File: src/rtl/layer_sequencer_if.sv
// Purpose: control handshake bundle between a layer sequencer and its datapath.
// Signals:
//   start, ld_buf_done, pe_done, ctrl_done  -> into the sequencer
//   init_ld, ld_buf, pe_start, mem_wr_en    -> datapath controls from the sequencer
//   busy, done, err, tile_cnt[TILE_W]       -> sequencer status
// Modports: master = sequencer side, slave = datapath / layer-chaining side.
interface layer_sequencer_if #(
  parameter int unsigned TILE_W = 8
);
  logic              start;
  logic              ld_buf_done;
  logic              pe_done;
  logic              ctrl_done;
  logic              init_ld;
  logic              ld_buf;
  logic              pe_start;
  logic              mem_wr_en;
  logic              busy;
  logic              done;
  logic              err;
  logic [TILE_W-1:0] tile_cnt;

  modport master (
    input  start, ld_buf_done, pe_done, ctrl_done,
    output init_ld, ld_buf, pe_start, mem_wr_en, busy, done, err, tile_cnt
  );

  modport slave (
    output start, ld_buf_done, pe_done, ctrl_done,
    input  init_ld, ld_buf, pe_start, mem_wr_en, busy, done, err, tile_cnt
  );
endinterface

File: src/rtl/layer_sequencer.sv
// Purpose: sequences one convolution layer (init load, buffer fill, PE run,
//   result write-back) tile by tile, with a tile counter and a per-wait
//   watchdog that aborts a hung datapath instead of deadlocking.
// Ports:
//   clk  - clock, rising edge
//   rst  - asynchronous reset, active-high
//   bus  - layer_sequencer_if.master: start/ld_buf_done/pe_done/ctrl_done in;
//          init_ld/ld_buf/pe_start/mem_wr_en/busy/done/err/tile_cnt out
// All outputs are registered and decoded from the state being entered, so
// each one is a pure function of the current state (err/tile_cnt are the
// sticky/counting exceptions).
module layer_sequencer #(
  parameter int unsigned NUM_TILES = 16,
  parameter int unsigned TILE_W    = 8,
  parameter int unsigned TIMEOUT   = 1024,
  parameter int unsigned TO_W      = 11
) (
  input  logic               clk,
  input  logic               rst,
  layer_sequencer_if.master  bus
);

  localparam logic [TILE_W-1:0] LAST_TILE = TILE_W'(NUM_TILES - 1);
  localparam logic [TILE_W-1:0] MAX_TILE  = TILE_W'(NUM_TILES);
  localparam logic [TO_W-1:0]   WD_LAST   = TO_W'(TIMEOUT - 1);
  localparam bit                WD_EN     = (TIMEOUT != 0);

  typedef enum logic [2:0] {
    S_IDLE,
    S_INIT,
    S_LOAD,
    S_COMPUTE,
    S_WAIT_PE,
    S_WRITE,
    S_FINISH,
    S_ABORT
  } state_t;

  state_t            state, state_n;
  logic [TO_W-1:0]   wd_cnt, wd_cnt_n;
  logic [TILE_W-1:0] tile_cnt, tile_cnt_n;
  logic              err, err_n;
  logic              init_ld, ld_buf, pe_start, mem_wr_en, busy, done;
  logic              wd_hit;

  // Watchdog expiry for the current wait cycle
  assign wd_hit = WD_EN && (wd_cnt == WD_LAST);

  // Next state, watchdog, counter and sticky error
  always_comb begin
    state_n    = state;
    wd_cnt_n   = wd_cnt;
    tile_cnt_n = tile_cnt;
    err_n      = err;

    case (state)
      S_IDLE:    if (bus.start) state_n = S_INIT;
      S_INIT:    state_n = S_LOAD;
      S_LOAD: begin
        // A done input in the expiry cycle takes priority over the abort
        if (bus.ld_buf_done) state_n = S_COMPUTE;
        else if (wd_hit)     state_n = S_ABORT;
      end
      S_COMPUTE: state_n = S_WAIT_PE;
      S_WAIT_PE: begin
        if (bus.pe_done) state_n = S_WRITE;
        else if (wd_hit) state_n = S_ABORT;
      end
      S_WRITE: begin
        if (bus.ctrl_done || (tile_cnt == LAST_TILE)) state_n = S_FINISH;
        else                                          state_n = S_LOAD;
      end
      S_FINISH:  state_n = S_IDLE;
      S_ABORT:   state_n = S_IDLE;
      default:   state_n = S_IDLE;
    endcase

    // Watchdog restarts on every state entry and only runs while waiting
    if (state_n != state) begin
      wd_cnt_n = '0;
    end else if (WD_EN && ((state == S_LOAD) || (state == S_WAIT_PE))) begin
      wd_cnt_n = wd_cnt + TO_W'(1);
    end

    // Tile count saturates at NUM_TILES and holds until the next start
    if ((state == S_IDLE) && bus.start) begin
      tile_cnt_n = '0;
    end else if ((state == S_WRITE) && (tile_cnt != MAX_TILE)) begin
      tile_cnt_n = tile_cnt + TILE_W'(1);
    end

    if ((state == S_IDLE) && bus.start) begin
      err_n = 1'b0;
    end else if (state_n == S_ABORT) begin
      err_n = 1'b1;
    end
  end

  // State and registered Moore outputs
  always_ff @(posedge clk or posedge rst) begin
    if (rst) begin
      state     <= S_IDLE;
      wd_cnt    <= '0;
      tile_cnt  <= '0;
      err       <= 1'b0;
      init_ld   <= 1'b0;
      ld_buf    <= 1'b0;
      pe_start  <= 1'b0;
      mem_wr_en <= 1'b0;
      busy      <= 1'b0;
      done      <= 1'b0;
    end else begin
      state     <= state_n;
      wd_cnt    <= wd_cnt_n;
      tile_cnt  <= tile_cnt_n;
      err       <= err_n;
      init_ld   <= (state_n == S_INIT);
      ld_buf    <= (state_n == S_LOAD);
      pe_start  <= (state_n == S_COMPUTE);
      mem_wr_en <= (state_n == S_WRITE);
      busy      <= (state_n != S_IDLE);
      done      <= (state_n == S_FINISH);
    end
  end

  assign bus.init_ld   = init_ld;
  assign bus.ld_buf    = ld_buf;
  assign bus.pe_start  = pe_start;
  assign bus.mem_wr_en = mem_wr_en;
  assign bus.busy      = busy;
  assign bus.done      = done;
  assign bus.err       = err;
  assign bus.tile_cnt  = tile_cnt;

endmodule

File: src/flat_wrapper.sv
// flat-port wrapper written by rule: the top's interface ports become plain ports
module layer_sequencer_flat 
#(
  parameter int unsigned NUM_TILES = 16,
  parameter int unsigned TILE_W    = 8,
  parameter int unsigned TIMEOUT   = 1024,
  parameter int unsigned TO_W      = 11
)
  (clk, rst, bus_start, bus_ld_buf_done, bus_pe_done, bus_ctrl_done, bus_init_ld, bus_ld_buf, bus_pe_start, bus_mem_wr_en, bus_busy, bus_done, bus_err, bus_tile_cnt);
  layer_sequencer_if #(.TILE_W(TILE_W)) bus_i ();
  input  logic clk;
  input  logic rst;
  input wire logic [$bits(bus_i.start)-1:0] bus_start;
  input wire logic [$bits(bus_i.ld_buf_done)-1:0] bus_ld_buf_done;
  input wire logic [$bits(bus_i.pe_done)-1:0] bus_pe_done;
  input wire logic [$bits(bus_i.ctrl_done)-1:0] bus_ctrl_done;
  output wire logic [$bits(bus_i.init_ld)-1:0] bus_init_ld;
  output wire logic [$bits(bus_i.ld_buf)-1:0] bus_ld_buf;
  output wire logic [$bits(bus_i.pe_start)-1:0] bus_pe_start;
  output wire logic [$bits(bus_i.mem_wr_en)-1:0] bus_mem_wr_en;
  output wire logic [$bits(bus_i.busy)-1:0] bus_busy;
  output wire logic [$bits(bus_i.done)-1:0] bus_done;
  output wire logic [$bits(bus_i.err)-1:0] bus_err;
  output wire logic [$bits(bus_i.tile_cnt)-1:0] bus_tile_cnt;
  assign bus_i.start = bus_start;
  assign bus_i.ld_buf_done = bus_ld_buf_done;
  assign bus_i.pe_done = bus_pe_done;
  assign bus_i.ctrl_done = bus_ctrl_done;
  assign bus_init_ld = bus_i.init_ld;
  assign bus_ld_buf = bus_i.ld_buf;
  assign bus_pe_start = bus_i.pe_start;
  assign bus_mem_wr_en = bus_i.mem_wr_en;
  assign bus_busy = bus_i.busy;
  assign bus_done = bus_i.done;
  assign bus_err = bus_i.err;
  assign bus_tile_cnt = bus_i.tile_cnt;
  layer_sequencer #(.NUM_TILES(NUM_TILES), .TILE_W(TILE_W), .TIMEOUT(TIMEOUT), .TO_W(TO_W)) u_core (.clk(clk), .rst(rst), .bus(bus_i));
endmodule
File: config.mk
export PLATFORM = sky130hd
export DESIGN_NAME = layer_sequencer_flat
export DESIGN_NICKNAME = d
export VERILOG_FILES = /design/src/rtl/layer_sequencer_if.sv /design/src/rtl/layer_sequencer.sv /design/src/flat_wrapper.sv
export SDC_FILE = /design/constraint.sdc
export NUM_CORES = 1
export LEC_CHECK = 0
export ABC_AREA = 1
export BUFFER_PORTS_ARGS = -buffer_cell sky130_fd_sc_hd__buf_2
export CORE_AREA = 5 5 87 89
export CTS_BUF_LIST = sky130_fd_sc_hd__clkbuf_4 sky130_fd_sc_hd__clkbuf_8 sky130_fd_sc_hd__clkbuf_16
export DETAILED_ROUTE_END_ITERATION = 16
export DIE_AREA = 0 0 92 94
export GPL_ROUTABILITY_DRIVEN = 0
export SKIP_CTS_REPAIR_TIMING = 1
export SLEW_MARGIN = 40
export SYNTH_ARGS = -nofsm -noshare
export SYNTH_HDL_FRONTEND = slang
export SYNTH_SLANG_ARGS = --single-unit
File: constraint.sdc
create_clock -name clk -period 2.1 [get_ports clk]
set_input_delay 0 -clock clk [delete_from_list [all_inputs] [get_ports clk]]
set_output_delay 0 -clock clk [all_outputs]
set_load 0.1 [all_outputs]
==> results of run 1 <==
layer usage:
layer | GRT usage (%) | vias to the layer above | routed length (um)
li1 | - | 635 | -
met1 | 10.4 | 560 | 1530
met2 | 12.6 | 23 | 1400
met3 | 3.13 | 3 | 174
met4 | 2.97 | 0 | 28
met5 | 0 | - | 0
power groups by stage:
stage	Clock [W]	Sequential [W]	Combinational, W
after floorplan	0	0.00118	0.000543
after CTS	0.000517	0.000729	0.00115
after detailed placement	0	0.000739	0.00115
after global placement	0	0.000736	0.00114
after global routing	0.000544	0.000743	0.00124
final	0.000496	0.000728	0.00114
worst max-delay path by stage:
stage / from / end / slack, ps / depth (start not counted)
final: u_core.wd_cnt[0] / u_core.wd_cnt[9] / 360 / 10
after CTS: u_core.wd_cnt[0] / u_core.wd_cnt[6] / 330 / 10
after global placement: u_core.wd_cnt[0] / u_core.wd_cnt[9] / 420 / 10
after global routing: u_core.wd_cnt[0] / u_core.wd_cnt[2] / 180 / 10
after floorplan: u_core.bus.tile_cnt[0] / u_core.bus.tile_cnt[4] / 170 / 10
after detailed placement: u_core.wd_cnt[0] / u_core.wd_cnt[6] / 350 / 10
state kept, by name, indices dropped and copies added (netlist names):
register,count
u_core.bus.busy,1
u_core.bus.done,1
u_core.bus.err,1
u_core.bus.init_ld,1
u_core.bus.ld_buf,1
u_core.bus.mem_wr_en,1
u_core.bus.pe_start,1
u_core.bus.tile_cnt,8
u_core.state,3
u_core.wd_cnt,11
Yosys cell counts, drive strengths merged:
master	number
mux2	1
nand4	4
nand2	36
buf	1
o31ai	1
nand3	21
inv	27
o21a	1
dfrtp	29
nor3	5
nand3b	1
o21ai	4
nor2	31
a21oi	6
ha	3
xor2	8
a21o	1
o21bai	2
xnor2	2
worst max-delay path, cell delays in order, from the launching register on:
cell and delay, ps:
dfrtp_1 390, ha_1 220, inv_1 90, nor2_4 50, nand3_1 90, nand3_1 70
nand2_1 70, nand3_2 100, inv_2 110, nand3_2 280, nor2_1 190
kinds of logic after synthesis:
logic type      synth area share (%)
compound gates                  5.60
xor+xnor                        5.60
fa+ha+maj                       2.40
buf+inv                         7.21
flops                           46.4
mux                            0.721
simple gates                    32.0
per-stage QoR:
| step | cells | hold WS [ps] | cell area [um2] | total power (W) |
|---|---|---|---|---|
| detailed placement | 284 | 100 | 1760 | 0.00188 |
| floorplan | 184 | 78.0 | 1570 | 0.00172 |
| finish | 293 | 51.3 | 1870 | 0.00236 |
| CTS | 292 | -211 | 1860 | 0.00240 |
| global placement | 284 | 95.3 | 1760 | 0.00187 |
| global route | 293 | 94.7 | 1870 | 0.00253 |
layout make-up:
| type | count | area share, % |
|---|---|---|
| flip-flops and latches | 29 | 39.0 |
| inverters | 27 | 5.42 |
| clock buffers | 8 | 5.22 |
| repair buffers | 22 | 6.29 |
| well taps | 80 | 5.35 |
| multi-input cells | 127 | 38.8 |
==> flow_metrics.py, run 1 <==
metrics = {
    "status": {
        "outcome": "completed",
    },
    "synth": {
        "synth.avg_cell_area_um2": 8.49,
        "syn_area_um2": 1560,
        "synthTopCellsByArea": "dfrtp_1, nand2_1, nand3_1, inv_1, nor2_2",
        "synth_top_area_share_pct": 46.4,
        "seq_area_frac_synth_pct": 46.4,
        "yosysWarnings": 0,
        "syn_inst": 184,
        "synth_seq_cells": 29,
        "synth.distinct_cells": 26,
        "synth_fp_nets": 193,
        "synth_top_cell_by_area": "dfrtp_1",
    },
    "route": {
        "drtAntennaViolNets": 0,
        "drt-pass1-iter-count": 4,
        "vias": 1221,
        "drc": 0,
        "drt_iter0_drc": 27,
        "totalWireLength_mm": 3.14,
        "vias_per_cell": 4.17,
        "wl_per_cell_um": 10.7,
    },
    "worst_setup_path": {
        "reg2reg_depth": 10,
        "worstPathArrival_ps": 1940,
        "r2r-start": "u_core.wd_cnt[0]",
        "cp.required_ps": 2300,
        "r2r-end": "u_core.wd_cnt[9]",
        "path_class": "reg -> reg",
        "rrSetupSlack_ps": 360,
        "end_kind": "register",
        "startpoint_type": "register",
        "cp_max_fo": 11,
    },
    "grt": {
        "grt_pass1_vias": 1231,
        "grt_pass1_wl_mm": 5.64,
        "globalRouteTotalUtil_pct": 8.19,
        "grt_max_degree": 30,
        "antenna_found_initial": 0,
        "grt_overflow": 0,
    },
    "power": {
        "pwr-share-clk_pct": 21.0,
        "p_sw_share_pct": 50.4,
        "switching_power_w": 0.00119,
        "intPower_w": 0.00117,
        "sequentialPowerShare_pct": 30.8,
        "p_per_area_nw_per_um2": 1260,
        "comb_power_share_pct": 48.2,
        "peakVddDrop_mv": 0.792,
        "p_leak_nw": 0.919,
    },
    "sta": {
        "finClkSkew_ps": 6.64,
        "max_freq_mhz": 575,
        "min_period_over_period_pct": 82.9,
        "grt_setup_unrepaired": "false",
        "period_minus_slack_ps": 1740,
        "tightest_slew_ps": 491,
        "setup_viol": 0,
        "tns_ps": 0,
        "fin_ws_ps": 360,
        "maxSlewHeadroom_pct": 67.5,
        "hold_viol": 0,
        "slew_viol_final": 0,
    },
    "min_path": {
        "hold_end": "u_core.bus.done",
        "hold_start": "bus_ctrl_done",
        "hp-class": "in -> reg",
        "hold-path-cell-count": 4,
    },
    "clock_network": {
        "cts.sinks": 29,
        "cts.path.max_buffers": 2,
        "root_buffer": "clkbuf_8",
        "clk_latency_ps": 280,
        "cts_buffers": 5,
        "clk_pin_slew_ps": 60,
        "htree_num_levels": 2,
        "cts_tree": "done",
    },
    "floorplan": {
        "die_y_um": 94,
        "fp-row-count": 30,
        "die_x_um": 92,
        "dieArea_um2": 8650,
        "core-area_um2": 6680,
        "start_util_pct": 23.4,
        "io_pins": 21,
    },
    "cells_and_area": {
        "utilization_pct": 28.0,
        "multi_input_area_um2": 724,
        "nFillCells": 729,
        "layout-drive-gt1-share_pct": 30.0,
        "nets": 221,
        "final_common_cell": "nand2_1",
        "syn2layout_area_growth_pct": 19.6,
        "final_cell_mix": "nand2_1, dfrtp_1, inv_1, buf_2",
        "seqCellArea_um2": 728,
        "diodes": 0,
    },
    "job": {
        "drv_cap": 0,
    },
    "placed_design": {
        "dpl_worst_slack_ps": 346,
        "post-dp-hpwl_mm": 2.38,
        "port_buffers": 20,
    },
}
Power figures use the tool's default switching activity.
==> inputs of run 2 (changes only) <==
==> constraint.sdc (replaced) <==
create_clock -name clk -period 1.6 [get_ports clk]
set_input_delay 0 -clock clk [delete_from_list [all_inputs] [get_ports clk]]
set_output_delay 0 -clock clk [all_outputs]
set_load 0.1 [all_outputs]
==> flow_metrics.py, run 2 (synthesis gave the netlist of run 1 again) <==
metrics = {
    "status": {
        "outcome": "completed",
    },
    "sta": {
        "tightest_slew_ps": 496,
        "min_period_over_period_pct": 93.4,
        "finClkSkew_ps": 10.1,
        "slew_viol_final": 0,
        "tns_ps": 0,
        "maxSlewHeadroom_pct": 67.1,
        "setup_viol": 0,
        "period_minus_slack_ps": 1490,
        "hold_viol": 0,
        "grt_setup_unrepaired": "true",
        "max_freq_mhz": 669,
    },
    "clock_network": {
        "cts_buffers": 5,
        "cts_tree": "done",
        "htree_num_levels": 2,
        "clk_latency_ps": 280,
        "clk_pin_slew_ps": 60,
        "cts.sinks": 29,
        "cts.path.max_buffers": 2,
        "root_buffer": "clkbuf_8",
    },
    "floorplan": {
        "dieArea_um2": 8650,
        "io_pins": 21,
        "die_y_um": 94,
        "start_util_pct": 23.4,
        "core-area_um2": 6680,
        "die_x_um": 92,
        "fp-row-count": 30,
    },
    "worst_setup_path": {
        "cp_max_fo": 5,
        "end_kind": "register",
        "cp.required_ps": 1760,
        "max_stage_delay_ps": 380,
        "cpMaxStageDelayCell": "dfrtp_1",
        "startpoint_type": "register",
        "worstPathArrival_ps": 1660,
        "worstPathCellList": "ha_2 -> inv_2 -> nor2_4 -> nand3_2 -> nand2_1 -> nand2_1 -> nand3_2 -> inv_2 -> nand3_4 -> clkbuf_16 -> nor2_2",
        "path_class": "reg -> reg",
    },
    "placed_design": {
        "post-dp-hpwl_mm": 2.53,
        "port_buffers": 20,
        "placed_cells": 289,
    },
    "route": {
        "vias": 1326,
        "totalWireLength_mm": 3.49,
        "drtAntennaViolNets": 0,
        "wl_per_cell_um": 11.6,
        "vias_per_cell": 4.39,
        "drt-pass1-iter-count": 4,
        "drt_iter0_drc": 33,
        "drc": 0,
    },
    "grt": {
        "globalRouteTotalUtil_pct": 8.61,
        "grt_pass1_vias": 1306,
        "grt_pass1_wl_mm": 5.91,
        "antenna_found_initial": 0,
        "grt_max_degree": 14,
        "grt_overflow": 0,
    },
    "cells_and_area": {
        "largest_registers": "u_core.wd_cnt x11, u_core.bus.tile_cnt x8, u_core.state x3",
        "nets": 230,
        "largest-register": "u_core.wd_cnt",
        "layout-drive-gt1-share_pct": 40.5,
        "syn2layout_area_growth_pct": 32.9,
        "stdcell_count": 302,
        "diodes": 0,
        "final_cell_mix": "nand2_1, dfrtp_1, buf_2, nor2_1, inv_1",
        "utilization_pct": 31.1,
        "final_common_cell": "nand2_1",
        "largest_reg_flops": 11,
    },
    "power": {
        "p_per_area_nw_per_um2": 1780,
        "p_leak_nw": 0.988,
        "p_total_w": 0.00370,
        "peakVddDrop_mv": 0.667,
    },
    "min_path": {
        "hp-class": "in -> reg",
    },
    "job": {
        "drv_cap": 0,
    },
}
-- run 2: changes by cell type in the layout (fill, tap and decap cells not counted), moves of 3 or more --
cell and change:
inv_1 -3, dfrtp_1 -6, dfrtp_2 +4, buf_4 +7
nand3_2 +3, nand3_1 -4
-- run 2: power by group --
part | internal (W) | switching [W] | total (W)
clock network | 0.000524 | 0.000274 | 0.000798
logic | 0.000582 | 0.00134 | 0.00192
registers | 0.000877 | 0.000111 | 0.000988
total | 0.00198 | 0.00172 | 0.00370
-- run 2: critical path, delay by kind of cell, from the launching register on --
kind	cells	cell delay [ps]
simple gates	7	540
flops	1	380
buf+inv	3	260
fa+ha+maj	1	200
-- run 2: path summary, 6_finish.rpt --
| check | from | end | slack (ps) | depth (start not counted) |
|---|---|---|---|---|
| max | u_core.wd_cnt[0] | u_core.wd_cnt[2] | 110 | 11 |
| min reg2reg | u_core.bus.err | u_core.bus.err | 520 | 2 |
| min | bus_ctrl_done | u_core.bus.done | 120 | 4 |
| max reg2reg | u_core.wd_cnt[0] | u_core.wd_cnt[2] | 110 | 11 |
| min in group asynchronous | rst | u_core.bus.tile_cnt[5] | 210 | 3 |
| max in group asynchronous | rst | u_core.wd_cnt[2] | 900 | 4 |
-- run 2: through the flow --
stage	hold WS (ps)	instance area [um2]	setup WS, ps
after floorplan	77.7	1600	-107
after global placement	-11.0	1850	73.5
after detailed placement	-20.4	1850	52.0
after CTS	-328	1970	39.8
after global routing	147	2080	-25.7
final	120	2080	106
-- run 2: routing by layer --
metal | global-route usage (%) | share of wire (%) | vias up
met3 | 2.64 | 3.4 | 8
met1 | 10.2 | 45 | 643
met2 | 14.1 | 50 | 20
met5 | 0 | 0 | -
li1 | - | - | 655
met4 | 4.33 | 1.9 | 0
-- run 2: area by class of cell --
type                            instances  area, um2
Clock buffer                            7       90.1
Multi-Input combinational cell        127        795
Clock inverter                          1       30.0
Tap cell                               80        100
Timing Repair Buffer                   31        215
Inverter                               27        106
Fill cell                             709       4600
Sequential cell                        29        741
==> inputs of run 3 (changes only) <==
--- a/config.mk
+++ b/config.mk
@@ -8,10 +8,11 @@
 export ABC_AREA = 1
 export BUFFER_PORTS_ARGS = -buffer_cell sky130_fd_sc_hd__buf_2
 export CORE_AREA = 5 5 87 89
-export CTS_BUF_LIST = sky130_fd_sc_hd__clkbuf_4 sky130_fd_sc_hd__clkbuf_8 sky130_fd_sc_hd__clkbuf_16
+export CTS_BUF_LIST = sky130_fd_sc_hd__clkbuf_8
 export DETAILED_ROUTE_END_ITERATION = 16
 export DIE_AREA = 0 0 92 94
 export GPL_ROUTABILITY_DRIVEN = 0
+export PLACE_DENSITY_LB_ADDON = 0.15
 export SKIP_CTS_REPAIR_TIMING = 1
 export SLEW_MARGIN = 40
 export SYNTH_ARGS = -nofsm -noshare
==> flow_metrics.py, run 3 (synthesis gave the netlist of run 1 again) <==
metrics = {
    "status": {
        "outcome": "completed",
    },
    "route": {
        "totalWireLength_mm": 3.44,
        "drt_iter0_drc": 44,
        "wl_per_cell_um": 11.3,
        "vias_per_cell": 4.20,
        "drc": 0,
        "vias": 1276,
        "drtAntennaViolNets": 0,
        "drt-pass1-iter-count": 4,
    },
    "cells_and_area": {
        "nets": 232,
        "final_common_cell": "nand2_1",
        "largest_registers": "u_core.wd_cnt x11, u_core.bus.tile_cnt x8, u_core.state x3",
        "diodes": 0,
        "largest_reg_flops": 11,
        "largest-register": "u_core.wd_cnt",
        "utilization_pct": 30.3,
        "layout-drive-gt1-share_pct": 39.3,
        "nFillCells": 707,
        "final_cell_mix": "nand2_1, dfrtp_1, inv_1, buf_2, nor2_1",
        "syn2layout_area_growth_pct": 29.5,
        "stdcell_count": 304,
    },
    "floorplan": {
        "core-area_um2": 6680,
        "dieArea_um2": 8650,
        "start_util_pct": 23.4,
        "io_pins": 21,
        "die_y_um": 94,
        "fp-row-count": 30,
        "die_x_um": 92,
    },
    "placed_design": {
        "dpl_worst_slack_ps": -5.66,
        "placed_cells": 290,
        "port_buffers": 20,
        "post-dp-hpwl_mm": 2.54,
    },
    "sta": {
        "min_period_over_period_pct": 93.1,
        "maxSlewHeadroom_pct": 55.6,
        "tightest_slew_ps": 666,
        "grt_setup_unrepaired": "true",
        "slew_viol_final": 0,
        "setup_viol": 0,
        "finClkSkew_ps": 4.04,
        "hold-worst-slack_ps": 104,
        "fin_ws_ps": 110,
        "period_minus_slack_ps": 1490,
        "hold_viol": 0,
        "max_freq_mhz": 671,
    },
    "grt": {
        "grt_pass1_wl_mm": 5.91,
        "grt_overflow": 0,
        "globalRouteTotalUtil_pct": 8.63,
        "grt_pass1_vias": 1236,
        "antenna_found_initial": 0,
        "grt-busiest-layer": "met2",
        "gr-usage-met1_pct": 11.3,
        "grt_util_met3_pct": 3.04,
        "grt_max_degree": 17,
        "grt_use_met2_pct": 13.0,
    },
    "worst_setup_path": {
        "cpMaxStageDelayCell": "dfrtp_1",
        "r2r-start": "u_core.wd_cnt[1]",
        "reg2reg_depth": 11,
        "max_stage_delay_ps": 380,
        "worstPathCellList": "ha_2 -> inv_2 -> nor2_4 -> nand3_1 -> nand3_1 -> nand2_1 -> nand3_2 -> inv_2 -> nand3_2 -> buf_12 -> nor2_2",
        "path_class": "reg -> reg",
        "cp_max_fo": 11,
        "end_kind": "register",
        "worstPathArrival_ps": 1650,
        "r2r-end": "u_core.wd_cnt[9]",
        "cp.required_ps": 1760,
        "startpoint_type": "register",
        "rrSetupSlack_ps": 110,
    },
    "power": {
        "peakVddDrop_mv": 0.820,
        "p_leak_nw": 0.973,
        "p_per_area_nw_per_um2": 1650,
    },
    "min_path": {
        "hold_end": "u_core.bus.done",
        "hp-class": "in -> reg",
        "hold_start": "bus_ctrl_done",
        "hold-path-cell-count": 4,
    },
    "clock_network": {
        "cts.path.max_buffers": 2,
        "cts_tree": "done",
        "clk_pin_slew_ps": 60,
        "clk_latency_ps": 280,
        "cts.sinks": 29,
        "cts_buffers": 5,
        "htree_num_levels": 2,
        "root_buffer": "clkbuf_8",
    },
    "job": {
        "drv_cap": 0,
    },
}
-- run 3: changes by cell type in the layout (fill, tap and decap cells not counted), sizes merged --
cell    previous run  this run
clkbuf             8         5
inv               27        30
bufinv             1         0
buf               29        32
-- run 3: worst max-delay path by stage --
stage / startpoint / to / cells past startpoint
3_3_place_gp: u_core.wd_cnt[0] / u_core.wd_cnt[9] / 11
4_1_cts: u_core.wd_cnt[1] / u_core.wd_cnt[9] / 11
6_report: u_core.wd_cnt[1] / u_core.wd_cnt[9] / 11
2_1_floorplan: u_core.bus.tile_cnt[0] / u_core.bus.tile_cnt[4] / 10
3_5_place_dp: u_core.wd_cnt[1] / u_core.wd_cnt[9] / 11
5_1_grt: u_core.wd_cnt[1] / u_core.wd_cnt[9] / 11
-- run 3: per-layer routing --
metal | part of all wire [%] | vias to the layer above
li1 | - | 669
met3 | 5.0 | 8
met2 | 44 | 23
met5 | 0 | -
met1 | 50 | 576
met4 | 1.6 | 0
-- run 3: power by group --
group | internal, W | leakage (nW) | switching (W)
registers | 0.000876 | 0.380 | 0.000107
logic | 0.000503 | 0.541 | 0.00129
clock network | 0.000289 | 0.0519 | 0.000270
-- run 3: final cells by class --
cell class | instances | area [um2] | area share [%]
clock buffer | 5 | 68.8 | 3.40
tap | 80 | 100 | 4.95
multi-input combinational | 127 | 783 | 38.7
inverter | 27 | 106 | 5.26
clock inverter | 3 | 11.3 | 0.557
timing repair buffer | 33 | 213 | 10.5
sequential | 29 | 741 | 36.6
-- run 3: worst max-delay path: cells and delay by family, from the launching register on --
kind	cells	cell delay [ps]
AND/OR/NAND/NOR	7	570
flip-flops	1	380
buffers and inverters	3	230
adder cells (fa/ha/maj)	1	200
-- run 3: through the flow --
stage	total power (W)	setup TNS (ps)	instance area, um2
2_1_floorplan	0.00231	-148	1600
3_3_place_gp	0.00272	0	1850
3_5_place_dp	0.00270	-5.66	1850
4_1_cts	0.00329	-25.1	1930
5_1_grt	0.00358	-47.6	2020
6_report	0.00334	0	2020
